==> src/rtl/uart_rx.sv <==
// 8N1 UART receiver: two-flop line synchroniser, mid-bit sampling FSM and a
// valid/ack holding register with framing and overrun error pulses.
module uart_rx #(
    parameter int CLK_FREQ  = 50_000_000,
    parameter int BAUD_RATE = 115_200
) (
    input  logic       clk,
    input  logic       reset_n,
    input  logic       uart_rxd,
    input  logic       rx_ack,
    output logic [7:0] rx_data,
    output logic       rx_valid,
    output logic       rx_busy,
    output logic       frame_err,
    output logic       overrun_err
);

    localparam int CLKS_PER_BIT = CLK_FREQ / BAUD_RATE;
    localparam int HALF         = CLKS_PER_BIT / 2;
    localparam int CNT_W        = $clog2(CLKS_PER_BIT);

    localparam logic [CNT_W-1:0] HALF_M1 = CNT_W'(HALF - 1);
    localparam logic [CNT_W-1:0] BIT_M1  = CNT_W'(CLKS_PER_BIT - 1);

    typedef enum logic [2:0] {
        ST_IDLE,
        ST_START,
        ST_DATA,
        ST_STOP,
        ST_BREAK
    } state_t;

    state_t           state_q, state_d;
    logic             sync1_q, sync1_d;
    logic             sync2_q, sync2_d;
    logic [CNT_W-1:0] cnt_q, cnt_d;
    logic [2:0]       idx_q, idx_d;
    logic [7:0]       shift_q, shift_d;
    logic [7:0]       data_q, data_d;
    logic             valid_q, valid_d;
    logic             busy_q, busy_d;
    logic             ferr_q, ferr_d;
    logic             oerr_q, oerr_d;
    logic             rxs;

    assign rxs = sync2_q;

    always_comb begin
        state_d = state_q;
        sync1_d = uart_rxd;
        sync2_d = sync1_q;
        cnt_d   = cnt_q + 1'b1;
        idx_d   = idx_q;
        shift_d = shift_q;
        data_d  = data_q;
        valid_d = valid_q & ~rx_ack;
        ferr_d  = 1'b0;
        oerr_d  = 1'b0;

        case (state_q)
            ST_IDLE: begin
                cnt_d = '0;
                if (!rxs) state_d = ST_START;
            end
            ST_START: begin
                if (cnt_q == HALF_M1) begin
                    cnt_d = '0;
                    if (!rxs) begin
                        state_d = ST_DATA;
                        idx_d   = 3'd0;
                    end else begin
                        state_d = ST_IDLE;
                    end
                end
            end
            ST_DATA: begin
                if (cnt_q == BIT_M1) begin
                    cnt_d          = '0;
                    shift_d[idx_q] = rxs;
                    idx_d          = idx_q + 3'd1;
                    if (idx_q == 3'd7) state_d = ST_STOP;
                end
            end
            ST_STOP: begin
                if (cnt_q == BIT_M1) begin
                    cnt_d = '0;
                    if (rxs) begin
                        // An ack landing on this cycle consumes the old byte, so no overrun.
                        data_d  = shift_q;
                        valid_d = 1'b1;
                        oerr_d  = valid_q & ~rx_ack;
                        state_d = ST_IDLE;
                    end else begin
                        ferr_d  = 1'b1;
                        state_d = ST_BREAK;
                    end
                end
            end
            ST_BREAK: begin
                cnt_d = '0;
                if (rxs) state_d = ST_IDLE;
            end
            default: begin
                cnt_d   = '0;
                state_d = ST_IDLE;
            end
        endcase

        busy_d = (state_d != ST_IDLE);
    end

    always_ff @(posedge clk or negedge reset_n) begin
        if (!reset_n) begin
            state_q <= ST_IDLE;
            sync1_q <= 1'b1;
            sync2_q <= 1'b1;
            cnt_q   <= '0;
            idx_q   <= 3'd0;
            shift_q <= 8'h00;
            data_q  <= 8'h00;
            valid_q <= 1'b0;
            busy_q  <= 1'b0;
            ferr_q  <= 1'b0;
            oerr_q  <= 1'b0;
        end else begin
            state_q <= state_d;
            sync1_q <= sync1_d;
            sync2_q <= sync2_d;
            cnt_q   <= cnt_d;
            idx_q   <= idx_d;
            shift_q <= shift_d;
            data_q  <= data_d;
            valid_q <= valid_d;
            busy_q  <= busy_d;
            ferr_q  <= ferr_d;
            oerr_q  <= oerr_d;
        end
    end

    assign rx_data     = data_q;
    assign rx_valid    = valid_q;
    assign rx_busy     = busy_q;
    assign frame_err   = ferr_q;
    assign overrun_err = oerr_q;

endmodule

==> config.mk <==
export PLATFORM = sky130hd
export DESIGN_NAME = uart_rx
export DESIGN_NICKNAME = d
export VERILOG_FILES = /design/src/rtl/uart_rx.sv
export SDC_FILE = /design/constraint.sdc
export NUM_CORES = 1
export LEC_CHECK = 0
export CAP_MARGIN = 5
export CORE_ASPECT_RATIO = 1.75
export CORE_MARGIN = 8
export CORE_UTILIZATION = 60
export CTS_BUF_LIST = sky130_fd_sc_hd__clkbuf_8
export DETAILED_ROUTE_END_ITERATION = 8
export GPL_TIMING_DRIVEN = 1
export PLACE_DENSITY = 0.83
export SETUP_SLACK_MARGIN = 0.3
export SLEW_MARGIN = 0
export SYNTH_ARGS = -nofsm -noshare
export SYNTH_HDL_FRONTEND = slang
export SYNTH_SLANG_ARGS = --single-unit
==> constraint.sdc <==
create_clock -name clk -period 5.15 [get_ports clk]
set_clock_uncertainty 0.15 [all_clocks]
set_input_delay 0.7725 -clock clk [delete_from_list [all_inputs] [get_ports clk]]
set_output_delay 0.7725 -clock clk [all_outputs]
set_load 0.02 [all_outputs]
==> results <==
- The number of buffers between clock root and the deepest sink is 2.
- The worst slew margin relative to its limit is 62.8%.
- The clock tree from TritonCTS is done.
- The via count of the first global-routing pass is 1166.
- The endpoint arrival time on the critical path is 2470 ps.
- The type of the worst setup path is reg -> reg.
- The critical path starts at cnt_q[2].
- In this run the power spent charging and discharging nets is 0.102 mW.
- Synthesis instantiated 39 different standard cells from the library.
- The signal on the critical path passes through or4b_4 > nor4_4 > and4bb_2 > mux2_2.
- CTS placed an instance of clkbuf_8 at the clock tree root.
- The endpoint of the worst register-to-register path is shift_q[4].
- After clock tree synthesis, the repair step resized 0 gates.
- The proportion of power drawn by combinational gates is 1.6%.
- In this run the critical register-to-register path is launched from cnt_q[2].
- Yosys mapped a number of flops with a built-in enable equal to 0.
- The ratio of routed vias to standard cells is 6.11.
- The cell count after synthesis is 145.
- The H-tree was split into 2 levels.
- The pin count of the biggest net entering global routing is 38.
- The first-pass GRT wire length is 5420 um.
- In this run the count of I/O pins placed on the die edge is 16.
- Of the total power, the share spent switching nets is 18.4%.
- After clock tree synthesis, the setup repair step added 0 buffers.
- In this run the register-to-register setup slack is 2700 ps.
- The maximum fanout along the worst path is 12.
- The cell with the biggest individual delay on the critical path is or4b_4.
- The reported max-cap violation count is 0.
- The highest cell delay on the worst timing path is 570 ps.
- Row generation in the floorplan step produced 26 rows.
- The net total in the final layout is 172.
- The total power density per cell area is 273 nW/um2.
- The routed layout has 1174 vias.
- The average cell area after synthesis is 12.1 um2.
- The number of antenna diodes is 0.
- After detailed routing, the number of remaining DRC violations is 0.
- For this run, the top clock speed supported by timing is 409 MHz.
- The area of the mapped netlist is 1760 um2.
- The data required time at the worst endpoint is 5170 ps.
- The total congestion overflow after global routing is 0.
- The initial utilization of the core area, before any placement, comes to 61.4%.
- For the pin with the worst max-slew slack, the measured transition is 553 ps.
- The growth of design area from synthesis to finish is 15.2%.
- Of all flip-flops after synthesis, the portion carrying an async set or reset was 100%.
- For this run, the leading register cell type out of synthesis is dfrtp_1.
- The sum of buffers and inverters on the critical path is 0.
- The full die area is 4990 um2.
- The number of antenna violations at the first check in global routing is 0.
- The most common cell after layout, fill and taps aside is dfrtp_1.
- The max-slew violation count is 0.
- The core box area is 2860 um2.
- The die extent in y is 87.6 um.
- The net count after synthesis is 154.
- The global-route total usage across every layer is 13.8%.
- VDD sags by at most 0.000233 V.
- The top cell types in the final layout, fill and taps aside, are dfrtp_1, nor2_1, mux2_2, clkdlybuf4s50_1, nand2_1.
- The later pin in the worst-skew pair is clocked with a latency of 290 ps.
- The sequential cell fraction of total power is 53.2%.
- STA classifies the critical path startpoint as a flip-flop.
- The total wire length after detailed routing is 3150 um.
- The flow ran to the end, and the final reports show no timing, DRC or antenna violations.
- Setup violations remaining at the end of the flow were counted as 0.
- For this design, the sink count on the clock tree is 37.
- Summed over all cells, the static leakage comes to 0.926 nW.
- The depth of the critical timing path with buffers and inverters included is 4.
- The number of register bits inferred by synthesis is 37.
- The fraction of final layout cells sized beyond drive strength 1 is 22.6%.
- The count of yosys warnings during synthesis is 0.
- The total negative setup slack is 0 ps.
- The first detailed-routing pass ran for 4 iterations.
- The number of buffers created by CTS is 5.
- The path class of the tightest hold or removal check is reg -> reg.
- The end of the critical path is shift_q[4].
- The final core area utilization is 70.8%.
- The internal portion of total power is 0.451 mW.
- Clock-pin slew was measured on the worst setup and hold paths at 70 ps.
- The number of nets with antenna violations after routing is 0.
- The wire length per cell after detailed routing is 16.4 um.
- The first routing iteration left 21 violations.
- STA classifies the critical path endpoint as a flip-flop.
- The sequential area share after synthesis is 52.8%.
- The portion of the clock cycle consumed by the worst path in the final layout is 47.5%.
- Routability-driven placement finished with a final weighted congestion of 0.770.
- Setup repair after global routing left no endpoint under its margin.
- The cell type group with the largest total delay on the critical path is simple AND/OR/NAND/NOR gates.
- After clock tree synthesis, the flow added hold-fix buffers numbering 0.
- The clock network burns 45.2% of the power.
- Measured in cells, the most critical reg-to-reg path has a length of 4.
- The hold violation total from the final report is 0.
- The count of filler cells inserted in the layout is 223.
- The worst path in the final design needs a cycle of 2450 ps, including I/O delays and setup.
- The half-perimeter wire length after placement is 2310 um.
- The count of buffers added on input and output ports is 15.
- Measured along the x axis, the die boundary spans 56.9 um.
==> routing by layer <==
metal	up-vias	part of all wire, %	routed length, um	global-route usage, %
met5	-	0	0	0
li1	556	-	-	-
met3	9	4.3	134	4.21
met4	0	2.6	83	7.94
met1	585	36	1140	12.9
met2	24	57	1790	25.2
==> power groups by stage <==
stage               registers [mW]  logic (mW)  clock network [mW]
global route                 0.294      0.0106               0.271
finish                       0.294     0.00900               0.250
detailed placement           0.299     0.00937                   0
floorplan                    0.298     0.00201                   0
global placement             0.299     0.00925                   0
CTS                          0.294     0.00940               0.259
==> how the worst min path moves through the flow <==
stage / slack [ps] / cells past startpoint / to / startpoint
after floorplan: 200 / 0 / rxs / sync1_q
after global placement: 200 / 0 / rxs / sync1_q
after detailed placement: 200 / 0 / rxs / sync1_q
after CTS: 210 / 0 / rxs / sync1_q
after global routing: 210 / 0 / rxs / sync1_q
final: 210 / 0 / rxs / sync1_q
==> flip-flops by register name, indices dropped and copies added, names as in the netlist <==
| register | cells |
|---|---|
| shift_q | 8 |
| state_q | 3 |
| rx_data | 8 |
| frame_err | 1 |
| rx_valid | 1 |
| overrun_err | 1 |
| rx_busy | 1 |
| idx_q | 3 |
| sync1_q | 1 |
| rxs | 1 |
| cnt_q | 9 |
==> logic make-up after synthesis <==
logic type,count (synthesis),synth area share (%)
XOR/XNOR,7,3.49
flip-flops,37,52.8
AND/OR/NAND/NOR,59,21.4
multiplexers,17,10.9
AO/OA/AOI/OAI,11,4.63
adder cells (fa/ha/maj),5,3.56
buffers and inverters,9,3.20
==> metrics by stage <==
step	instance area [um2]	worst slack, ps	cells	total power [mW]	hold WS [ps]
finish	2030	2700	192	0.553	207
detailed placement	1910	2700	184	0.309	199
global placement	1910	2800	184	0.308	196
global route	2030	2600	192	0.576	212
CTS	2030	2690	192	0.562	209
floorplan	1760	2980	145	0.300	195
==> Yosys cell counts, types with 2 or more instances <==
library cell	instances	area share [%]
a21oi_1	4	1.1
a22o_2	2	1.1
and4bb_2	2	1.4
buf_4	2	0.85
buf_6	2	1.3
dfrtp_1	35	50
dfstp_2	2	3.0
ha_1	5	3.6
inv_1	4	0.85
mux2_1	2	1.3
mux2_2	15	9.6
nand2_1	7	1.5
nand2b_1	3	1.1
nand3_1	4	1.1
nand4_1	6	2.1
nand4b_1	4	2.0
nor2_1	16	3.4
or2_2	3	1.1
or4b_1	2	1.1
xnor2_1	2	1.0
xor2_1	5	2.5
==> cell type report <==
cell class | instances | area [um2] | area share (%)
Sequential cell | 37 | 928 | 45.8
Multi-Input combinational cell | 99 | 773 | 38.2
Timing Repair Buffer | 16 | 158 | 7.78
Clock buffer | 6 | 82.6 | 4.08
Tap cell | 28 | 35.0 | 1.73
Clock inverter | 2 | 33.8 | 1.67
Inverter | 4 | 15.0 | 0.741
Power figures use the tool's default switching activity.
